`config.mk`:
```
export PLATFORM = sky130hd
export DESIGN_NAME = ram_arbiter
export DESIGN_NICKNAME = d
export VERILOG_FILES = /design/src/rtl/ram_arbiter.sv
export SDC_FILE = /design/constraint.sdc
export NUM_CORES = 1
export LEC_CHECK = 0
export BUFFER_PORTS_ARGS = -buffer_cell sky130_fd_sc_hd__buf_4
export CAP_MARGIN = 20
export CORE_ASPECT_RATIO = 1.4
export CORE_MARGIN = 2
export CORE_UTILIZATION = 50
export DETAILED_ROUTE_END_ITERATION = 10
export PLACE_DENSITY = 0.79
export SYNTH_ARGS = -nofsm -noshare
export SYNTH_HDL_FRONTEND = slang
export SYNTH_SLANG_ARGS = --single-unit
```
`constraint.sdc`:
```
create_clock -name CLOCK_50 -period 2.1 [get_ports CLOCK_50]
set_input_delay 0.21 -clock CLOCK_50 [delete_from_list [all_inputs] [get_ports CLOCK_50]]
set_output_delay 0.21 -clock CLOCK_50 [all_outputs]
set_load 0.01 [all_outputs]
```
`src/rtl/ram_arbiter.sv`:
```
// Clears a 32x8 synchronous single-port RAM after reset, then shares it between
// two req/ack requesters with round-robin arbitration and a fixed 4-cycle transaction.
module ram_arbiter #(
  parameter int                ADDR_W     = 5,
  parameter int                DATA_W     = 8,
  parameter logic [DATA_W-1:0] INIT_VALUE = '0
) (
  input  logic              CLOCK_50,
  input  logic              KEY0,
  input  logic              req0,
  input  logic              req1,
  input  logic              we0,
  input  logic              we1,
  input  logic [ADDR_W-1:0] addr0,
  input  logic [ADDR_W-1:0] addr1,
  input  logic [DATA_W-1:0] wdata0,
  input  logic [DATA_W-1:0] wdata1,
  output logic              ack0,
  output logic              ack1,
  output logic [DATA_W-1:0] rdata0,
  output logic [DATA_W-1:0] rdata1,
  output logic [ADDR_W-1:0] ram_addr,
  output logic [DATA_W-1:0] ram_data,
  output logic              ram_wren,
  input  logic [DATA_W-1:0] ram_q,
  output logic              init_done,
  output logic              busy
);

  localparam logic [2:0] ST_INIT   = 3'd0;
  localparam logic [2:0] ST_IDLE   = 3'd1;
  localparam logic [2:0] ST_ACCESS = 3'd2;
  localparam logic [2:0] ST_WAIT   = 3'd3;
  localparam logic [2:0] ST_DONE   = 3'd4;

  // One extra counter bit so the sweep ends after address 2**ADDR_W-1 has been written.
  localparam logic [ADDR_W:0] CLR_END = {1'b1, {ADDR_W{1'b0}}};

  logic [2:0]      state;
  logic [ADDR_W:0] clr_cnt;
  logic            last_grant;
  logic            grant;
  logic            cur_we;
  logic            pick1;

  // Port 1 wins when it is alone, or on a tie when port 0 was served last.
  assign pick1 = req1 & (~req0 | ~last_grant);
  assign busy  = (state != ST_IDLE);

  always_ff @(posedge CLOCK_50 or negedge KEY0) begin
    if (!KEY0) begin
      state      <= ST_INIT;
      clr_cnt    <= '0;
      last_grant <= 1'b1;
      grant      <= 1'b0;
      cur_we     <= 1'b0;
      ram_addr   <= '0;
      ram_data   <= '0;
      ram_wren   <= 1'b0;
      ack0       <= 1'b0;
      ack1       <= 1'b0;
      rdata0     <= '0;
      rdata1     <= '0;
      init_done  <= 1'b0;
    end else begin
      case (state)
        ST_INIT: begin
          if (clr_cnt == CLR_END) begin
            ram_wren  <= 1'b0;
            init_done <= 1'b1;
            state     <= ST_IDLE;
          end else begin
            ram_addr <= clr_cnt[ADDR_W-1:0];
            ram_data <= INIT_VALUE;
            ram_wren <= 1'b1;
            clr_cnt  <= clr_cnt + 1'b1;
          end
        end
        ST_IDLE: begin
          if (req0 | req1) begin
            grant      <= pick1;
            last_grant <= pick1;
            ram_addr   <= pick1 ? addr1 : addr0;
            ram_data   <= pick1 ? wdata1 : wdata0;
            ram_wren   <= pick1 ? we1 : we0;
            cur_we     <= pick1 ? we1 : we0;
            state      <= ST_ACCESS;
          end
        end
        ST_ACCESS: begin
          ram_wren <= 1'b0;
          state    <= ST_WAIT;
        end
        ST_WAIT: begin
          // ram_q reflects the address registered at the end of ACCESS.
          if (grant) begin
            if (!cur_we) rdata1 <= ram_q;
            ack1 <= 1'b1;
          end else begin
            if (!cur_we) rdata0 <= ram_q;
            ack0 <= 1'b1;
          end
          state <= ST_DONE;
        end
        ST_DONE: begin
          ack0  <= 1'b0;
          ack1  <= 1'b0;
          state <= ST_IDLE;
        end
        default: state <= ST_INIT;
      endcase
    end
  end

endmodule

```
# After elaboration in Yosys (flattened, before gate mapping)
# Index checks and enable logic that the tools add are counted.
[totals]
in_bits = 40
ff_bits = 45
output_inout_bits = 34
word_cells = 66
[classes]
n_eq_ne = 11
n_bitwise = 8
n_reduce_logical = 14
muxes = 19
addsub = 1
[ops]
columns = ["op", "count"]
rows = [
  ["$mux 8", 3],
  ["$pmux 8 s2", 1],
  ["$mux 5", 3],
  ["$pmux 3 s5", 1],
  ["$reduce_and 2->1", 7],
  ["$ne 2x2->1 const B", 5],
  ["$pmux 5 s2", 1],
  ["$reduce_and 3->1", 3],
  ["$add 6x1->6 const B", 1],
  ["$eq 3x2->1 const B", 2],
  ["$eq 6x6->1 const B", 1],
  ["$mux 3", 2],
  ["$mux 1", 5],
  ["$not 1->1", 5],
  ["$pmux 1 s2", 2],
  ["$reduce_bool 2->1", 2],
  ["$eq 3x1->1 const B", 1],
  ["$eq 3x3->1 const B", 1],
  ["$logic_not 3->1", 1],
  ["$ne 3x1->1 const B", 1],
  ["$pmux 1 s3", 1],
  ["$reduce_bool 3->1", 1],
  ["$or 1x1->1", 2],
  ["$and 1x1->1", 1],
]

# Depth between registers and ports, before layout
# Gate-level depths: netlist of the first run.
[logic_depth]
word_depth = 6
depth_mapped = 6
ltp_nobuf = 5

# Worst setup path before layout of the first run
# OpenSTA, ideal clock, no wires.
[synth_path]
path_kind = "register -> register"
from = "reg clr_cnt[3]"
to = "reg ram_addr[0]"
arrival_time_ns = 1.442
t_required_ns = 1.975
setup_slack_ns = 0.532
setup_ns = 0.125
stages_incl_launch_ff = 6
synth_period_minus_slack_ns = 1.568
n_path_buf = 1
path_cell_list = "dfrtp_1 -> nor3_2 -> nand3_2 -> o21ai_2 -> buf_6 -> mux2_4"
[synth_between]
elab_chain_len = 3
[synth_rtl]
columns = ["element", "line", "text"]
rows = [
  ["from (decl)", "40", "logic [ADDR_W:0] clr_cnt;"],
  ["from (signal assigned)", "76", "clr_cnt <= clr_cnt + 1'b1;"],
  ["$eq 6x6->1", "68", "if (clr_cnt == CLR_END) begin"],
  ["$ne 2x2->1 (no line)", "-", ""],
  ["$reduce_and 3->1 (no line)", "-", ""],
  ["to (signal assigned)", "73", "ram_addr <= clr_cnt[ADDR_W-1:0];"],
  ["to (signal assigned)", "83", "ram_addr <= pick1 ? addr1 : addr0;"],
  ["to (decl)", "22", "output logic [ADDR_W-1:0] ram_addr,"],
]
# No other way between the ends.
# A chain may end at the register's enable or synchronous reset.

# Final worst setup path of the first run
[layout_path]
from = "reg state[0]"
to = "out busy"
[layout_between]
elab_chain_len = 1
[layout_rtl]
columns = ["element", "line", "text"]
rows = [
  ["from (decl)", "39", "logic [2:0] state;"],
  ["from (signal assigned)", "52", "state <= ST_INIT;"],
  ["from (signal assigned)", "71", "state <= ST_IDLE;"],
  ["from (signal assigned)", "87", "state <= ST_ACCESS;"],
  ["$ne 3x1->1", "48", "assign busy = (state != ST_IDLE);"],
  ["to (decl)", "27", "output logic busy"],
]
# No other way between the ends.

==> metrics.md, run 1 <==
| Metric | Value |
|---|---|
| H-tree Lvls | `2` |
| Multi-input logic area | `994.7 µm²` |
| Syn_nets | `218` |
| Combinational share of power | `0.454` |
| Seq/Total Area, Yosys | `0.5116` |
| # rows | `28` |
| Min-Delay Path Class | `input port to register` |
| Seq pwr share | `0.398` |
| CP Launch Type | `register` |
| EDFF count, synth | `0` |
| Die Wd | `60.11 µm` |
| Routing usage on met3 | `0.04206` |
| Synthesis-stage register bit count | `45` |
| Grt ovf | `0` |
| Final worst slack | `0.1771 ns` |
| Psw | `1453 µW` |
| Final worst path period need | `1.923 ns` |
| Wirelength, routed | `4439 µm` |
| Synth Flop Type | `dfrtp_1` |
| Switch share | `0.3483` |
| Rel. slew slack | `0.6373` |
| Total Routing Usage GR | `0.1959` |
| DRC | `0` |
| Post-Layout Cell Count | `313` |
| Syn avg cell area | `12.52 µm²` |
| Cell area after layout | `2904 µm²` |
| Avg WL per Cell | `14.18 µm` |
| Sinks on Clock Net | `45` |
| Crit path DAT | `1.71 ns` |
| Clk_lat worst skew | `0.29 ns` |
| Post-synth top area share | `0.4997` |
| Final TNS setup | `0 ns` |
| Fin crit share | `0.9157` |
| Clk pwr share | `0.148` |
| Synth Warn # | `0` |
| TritonCTS Buffers | `5` |
| Pwr/cell area | `1436 nW/µm²` |
| Register clock-pin slew on the reported worst setup and hold paths | `0.08 ns` |
| Worst Hold Path EP | `last_grant$_DFFE_PN1P_` |
| Yosys cell types | `39` |
| Grt met1 use | `0.2188` |
| Max Clock Freq | `520.1 MHz` |
| Outcome | `complete, no violations` |
| Max incr delay on CP | `0.58 ns` |
| Antenna-violating nets left | `0` |
| Slew Limit Fails | `0` |
| First-pass GRT wire length | `7141 µm` |
| Placed Instance Area | `2790 µm²` |
| Share of cells above drive strength 1 | `0.4901` |
| Worst Setup End Kind | `primary output` |
| IO buf count | `73` |
| # placed instances | `305` |
| Worst Setup Slack post-DPL | `0.3298 ns` |
| Crit Path Class | `register to primary output` |
| Maximum capacitance violations | `0` |
| Vias in the first global route | `1,587` |
| Die H | `82.55 µm` |
| CTS tree | `yes` |
| Clock skew | `0.002281 ns` |
| Vias per cell | `5.153` |
| M2 GR Usage | `0.3598` |
| Reg-to-reg slack, setup | `0.32 ns` |
| Gpl congestion | `0.7882` |
| R2R cell count | `3` |
| Initial antenna violation count | `0` |
| Area leader, netlist | `dfrtp_1` |
| Setup bufs post-CTS | `0` |
| RSZ-0062 raised after global routing | `false` |
| Die area | `4961 µm²` |
| Mapped Area | `2203 µm²` |
| DR vias | `1,613` |
| Core area | `4239 µm²` |
| Critical path peak fanout | `11` |
| Register area | `1127 µm²` |
| Final Hold Fails | `0` |
| CP startpoint | `state[0]$_DFFE_PN0P_` |
| Initial Utilization | `0.5198` |
| Post-DP HPWL | `3422 µm` |
| Cells after Synth | `176` |
| IO Count | `74` |
| Largest net degree at the start of global routing | `46` |
| HP Start | `req0` |
| Worst r2r src | `state[1]$_DFFE_PN0P_` |
| Initial drt markers | `26` |
| CTS Buffer Depth | `2` |
| Root Buffer | `clkbuf_8` |
| Critical Path Slowest Stage Cell | `dfrtp_1` |
| Nets@finish | `295` |
| Diode count | `0` |
| Worst-Margin Slew | `0.5440 ns` |
| LEAKAGE | `0.001411 µW` |
| Worst r2r dst | `rdata0[4]$_DFFE_PN0P_` |
| Hold-critical path depth | `2` |
| WP data required | `1.89 ns` |
| Internal | `2719 µW` |
| Commonest non-fill, non-tap cell in the layout | `buf_4` |
| Peak supply drop | `0.7468 mV` |
| Ys async rst share | `1.000` |
| Crit-path cells | `nor3b_4, inv_1, buf_4` |
| TritonRoute pass-1 iters | `4` |
| # setup viols final | `0` |
| Hold buffer count at CTS | `1` |
| Area grow syn2layout | `31.80%` |
| Top Usage Layer GRT | `met2` |
| Largest cells by area after synthesis | `dfrtp_1, mux2_2, mux2_4, mux2i_1, nor2_1` |
| # fillers | `339` |
| Final hold slack | `0.1344 ns` |
| CTS resizes | `0` |
| Commonest non-fill, non-tap cells in the layout | `buf_4, dfrtp_1, mux2_2, nor2_1, mux2i_1` |
## how the worst max path moves through the flow
stage,endpoint,slack [ns],cells after the start
finish,busy,0.18,3
global placement,rdata0[1]$_DFFE_PN0P_,0.41,3
CTS,busy,0.14,3
detailed placement,rdata0[4]$_DFFE_PN0P_,0.33,3
floorplan,ram_addr[0]$_DFFE_PN0P_,0.53,5
global route,busy,0.06,3
## stage by stage
step / util / power, µW
detailed placement: 0.6582 / 3592
global placement: 0.6582 / 3532
floorplan: - / 2841
global route: 0.6851 / 4460
finish: 0.6851 / 4171
CTS: 0.6851 / 4219
## flip-flops by register name (all words and copies together) (netlist names)
signal	cells
last_grant	1
clr_cnt	6
ram_data	8
grant	1
init_done	1
cur_we	1
ram_wren	1
ack1	1
ack0	1
rdata1	8
state	3
ram_addr	5
rdata0	8
## critical path, delay by kind of cell, from the launching register on
kind          cells  cell delay [ns]
buf+inv           2             0.46
flops             1             0.58
simple gates      1             0.39
## kinds of logic (layout without fill, tap and decap cells)
logic type | after synthesis | after routing | share of synthesized area
fa+ha+maj | 2 | 2 | 0.01136
flops | 45 | 45 | 0.5116
buf+inv | 13 | 90 | 0.03691
xor+xnor | 4 | 4 | 0.01590
mux | 44 | 44 | 0.2340
compound gates | 27 | 27 | 0.08177
simple gates | 41 | 41 | 0.1085
## power by group through the flow
stage,Combinational [µW],Sequential (µW),Clock (µW)
4_1_cts,1920,1660,634
3_5_place_dp,1910,1680,0
3_3_place_gp,1880,1660,0
6_report,1890,1660,619
5_1_grt,2070,1720,671
2_1_floorplan,1140,1700,0
## routing by layer
metal | vias to the layer above | wire (µm)
li1 | 773 | -
met1 | 787 | 1769
met2 | 47 | 2457
met3 | 6 | 152
met4 | 0 | 59
met5 | - | 0
## synthesized netlist by cell type (all sizes together) (2+ instances only)
master / n
o21ai: 7
buf: 6
nor3: 3
dfrtp: 44
nand3: 2
a21oi: 9
nor3b: 2
mux2: 30
mux2i: 14
nand3b: 2
xnor2: 3
nand2b: 2
a31oi: 4
a21boi: 2
nor2: 17
nand2: 9
ha: 2
nand4: 2
inv: 6
## final cells by class
type                            instances  share of cell area
Inverter                                6            0.007755
Clock inverter                          2             0.01206
Timing Repair Buffer                   77              0.1999
Multi-Input combinational cell        118              0.3425
Clock buffer                            5             0.02370
Sequential cell                        45              0.3882
Tap cell                               60             0.02585
No activity file was read; power rests on OpenSTA's default activity.
==> run 2, diff against run 1 <==
Settings changed: ABC_AREA set to 1.
==> run 2 against run 1 <==
  * Critical path depth increased by 6
  * Count of clock-buffer cells in the layout increased by 1
  * Non-clock buffer count decreased by 1
  * Worst setup slack improved by 0.21 ns
  * Via count increased by 26%
  * Sequential power decreased by 8%
  * Die area increased by 0.48%
  * Total power about the same
  * Largest cell class unchanged
  * Highest routed layer unchanged
==> metrics.md, run 2 <==
| Metric | Value |
|---|---|
| Outcome | `complete, no violations` |
| TritonCTS Buffers | `5 (unchanged)` |
| EDFF count, synth | `0 (unchanged)` |
| DRC | `0 (unchanged)` |
| DR vias | `2,026 (+26%)` |
| Worst Setup End Kind | `register` |
| Wirelength, routed | `5064 µm (+14%)` |
| Final Util | `0.6892 (+0.004132)` |
| CTS tree | `yes` |
| Buffers & Inverters on Critical Path | `2 (unchanged)` |
| # placed instances | `404 (+32%)` |
| Syn_nets | `321 (+47%)` |
| Crit-path cells | `inv_1, ha_1, nand2_1, inv_1, nand3_1, nand2_2, nand2_2, nand2_1, nand2_1` |
| Crit path DAT | `1.89 ns (+0.18 ns)` |
| Clock skew | `0.004489 ns (+0.002207 ns)` |
| Delay-heaviest family, CP | `simple AND/OR/NAND/NOR gates` |
| Seq pwr share | `0.366 (-0.032)` |
| Grt ovf | `0 (unchanged)` |
| Clk pwr share | `0.161 (+0.013)` |
| IO Count | `74 (unchanged)` |
| Peak supply drop | `0.8821 mV (+18%)` |
| Commonest non-fill, non-tap cell in the layout | `nand2_1` |
| Post-synth top area share | `0.4972 (-0.002541)` |
| Wl on met1 | `2118 µm (+20%)` |
| Hold-critical path depth | `3 (+1)` |
| DR top layer | `met4` |
| Mapped Area | `2215 µm² (+0.51%)` |
| Met3 WL | `366 µm (+140%)` |
| Top cells by count, synth | `nand2_1, dfrtp_1, nand3_1` |
| Synth Flop Type | `dfrtp_1` |
| Post-Layout Cell Count | `413 (+32%)` |
| IO buf count | `73 (unchanged)` |
| Switch share | `0.4058 (+0.05756)` |
| Met2 routed WL | `2536 µm (+3.2%)` |
| # fillers | `389 (+15%)` |
| Combinational share of power | `0.472 (+0.018)` |
| LEAKAGE | `0.001635 µW (+16%)` |
| Die area | `4985 µm² (+0.48%)` |
| Register clock-pin slew on the reported worst setup and hold paths | `0.08 ns (about the same)` |
| Gpl congestion | `0.7878 (about the same)` |
| Crit Path Class | `register to register` |
| Initial antenna violation count | `0 (unchanged)` |
| Diode count | `0 (unchanged)` |
| H-tree Lvls | `2 (unchanged)` |
| Synthesis-stage register bit count | `45 (unchanged)` |
| Die Wd | `60.25 µm (+0.23%)` |
| Final worst path period need | `1.710 ns (-0.2131 ns)` |
| Final TNS setup | `0 ns (unchanged)` |
| WP data required | `2.28 ns (+0.39 ns)` |
| Max incr delay on CP | `0.44 ns (-0.14 ns)` |
| Reg-to-reg slack, setup | `0.39 ns (+0.07 ns)` |
| Largest net degree at the start of global routing | `46 (unchanged)` |
| Root Buffer | `clkbuf_8` |
| # setup viols final | `0 (unchanged)` |
| Psw | `1692 µW (+16%)` |
| # rows | `28 (unchanged)` |
| Min-Delay Path Class | `input port to register` |
| Initial Utilization | `0.5224 (+0.002656)` |
| Max Clock Freq | `584.9 MHz (+12%)` |
| Count leader, synth | `nand2_1` |
| RSZ-0062 raised after global routing | `false` |
| Cells after Synth | `279 (+59%)` |
| Commonest non-fill, non-tap cells in the layout | `nand2_1, buf_4, dfrtp_1, nand3_1, inv_1` |
| Total Routing Usage GR | `0.2190 (+0.02303)` |
| Syn avg cell area | `7.938 µm² (-37%)` |
| CTS Buffer Depth | `2 (unchanged)` |
| Share of cells above drive strength 1 | `0.2720 (-0.2182)` |
| Clk_lat worst skew | `0.29 ns (about the same)` |
| Sinks on Clock Net | `45 (unchanged)` |
| Vias per cell | `4.906 (-4.8%)` |
| Largest cells by area after synthesis | `dfrtp_1, nand2_1, nand3_1, inv_1, o21ai_1` |
| Maximum capacitance violations | `0 (unchanged)` |
| CP Launch Type | `register` |
| Core area | `4239 µm² (unchanged)` |
| Nets@finish | `394 (+34%)` |
| Final Hold Fails | `0 (unchanged)` |
| Area grow syn2layout | `31.92% (about the same)` |
| Area leader, netlist | `dfrtp_1` |
| Worst-Margin Slew | `0.7068 ns (+0.1627 ns)` |
| Antenna-violating nets left | `0 (unchanged)` |
| Fin crit share | `0.8142 (-0.1015)` |
| Yosys cell types | `26 (-33%)` |
| WP depth | `9 (+6)` |
| Initial drt markers | `103 (+300%)` |
| Critical path peak fanout | `13 (+2)` |
| Ys async rst share | `1.000 (unchanged)` |
| Die H | `82.75 µm (+0.24%)` |
| Synth Warn # | `0 (unchanged)` |
| Seq/Total Area, Yosys | `0.5090 (-0.002602)` |
| TritonRoute pass-1 iters | `4 (unchanged)` |
| Slew Limit Fails | `0 (unchanged)` |
| Final hold slack | `0.1796 ns (+0.04516 ns)` |
| Avg WL per Cell | `12.26 µm (-14%)` |
| Internal | `2478 µW (-8.9%)` |
| Post-DP HPWL | `3760 µm (+9.9%)` |
| Critical Path Slowest Stage Cell | `dfrtp_1` |
| Pwr Total | `4170 µW (about the same)` |
| Rel. slew slack | `0.5288 (-0.1085)` |
| Cell repeated most along the worst path | `nand2_1` |
| Vias in the first global route | `1,938 (+22%)` |
| Pwr/cell area | `1427 nW/µm² (-0.63%)` |
| Top Registers | `ram_data (8), rdata0 (8), rdata1 (8)` |
| First-pass GRT wire length | `8369 µm (+17%)` |
| R2R cell count | `9 (+6)` |
[run 2: cell types whose count changed after synthesis, moves of 6 or more]
cell | before | now
inv_1 | 6 | 32
o21ai_1 | 0 | 20
mux2i_1 | 14 | 0
a21oi_1 | 9 | 3
mux2_2 | 20 | 0
nand3_1 | 1 | 37
nand2_1 | 8 | 98
mux2_4 | 10 | 0
nor2_1 | 16 | 4
[run 2: metal layers]
layer / vias up / GRT usage
met1: 926 / 0.2520
met5: - / 0
met2: 68 / 0.4065
met4: 0 / 0.05333
li1: 1026 / -
met3: 6 / 0.04361
[run 2: power groups by stage]
stage	Sequential, µW	Combinational [µW]	Clock, µW
CTS	1530	2000	688
global route	1580	2240	726
finish	1530	1970	672
global placement	1530	1930	0
detailed placement	1530	1990	0
floorplan	1610	1160	0
[run 2: layout make-up]
cell class	instances	area, µm²	area share
Clock buffer	6	82.58	0.02827
Clock inverter	2	37.54	0.01285
Timing Repair Buffer	76	573.1	0.1961
Sequential cell	45	1127	0.3859
Inverter	36	135.1	0.04625
Multi-Input combinational cell	188	890.9	0.3049
Tap cell	60	75.07	0.02570
[run 2: final timing paths]
path                                   startpoint                      end
setup / recovery           clr_cnt[0]$_DFFE_PN0P_  ram_data[7]$_DFFE_PN0P_
hold / removal                           ram_q[2]    rdata0[2]$_DFFE_PN0P_
setup reg to reg           clr_cnt[0]$_DFFE_PN0P_  ram_data[7]$_DFFE_PN0P_
hold reg to reg            last_grant$_DFFE_PN1P_   last_grant$_DFFE_PN1P_
max in group asynchronous                    KEY0   last_grant$_DFFE_PN1P_
min in group asynchronous                    KEY0  ram_data[6]$_DFFE_PN0P_
[run 2: cells by family after synthesis]
group                    after synthesis  share of synthesized area
XOR/XNOR                               4                    0.01582
buffers and inverters                 46                    0.08870
flip-flops                            45                     0.5090
AND/OR/NAND/NOR                      153                     0.3057
AO/OA/AOI/OAI                         29                    0.06949
adder cells (fa/ha/maj)                2                    0.01130
[run 2: repair_timing]
action	4_1_cts	5_1_grt
gates resized for setup	0	0
hold buffers	1	0
hold endpoints to repair	44	0
buffers inserted	0	0
[run 2: through the flow]
step / worst slack, ns / area, µm²
5_1_grt: 0.1951 / 2922
3_3_place_gp: 0.4187 / 2791
4_1_cts: 0.3647 / 2922
3_5_place_dp: 0.3997 / 2791
6_report: 0.3902 / 2922
2_1_floorplan: 0.6649 / 2215
[run 2: worst reg2reg max path, stage by stage, from the launching register on]
cell and delay, ns:
dfrtp_1 0.44, inv_1 0.11, ha_1 0.15, nand2_1 0.05, inv_1 0.05, nand3_1 0.12, nand2_2 0.24, nand2_2 0.23
nand2_1 0.16, nand2_1 0.06
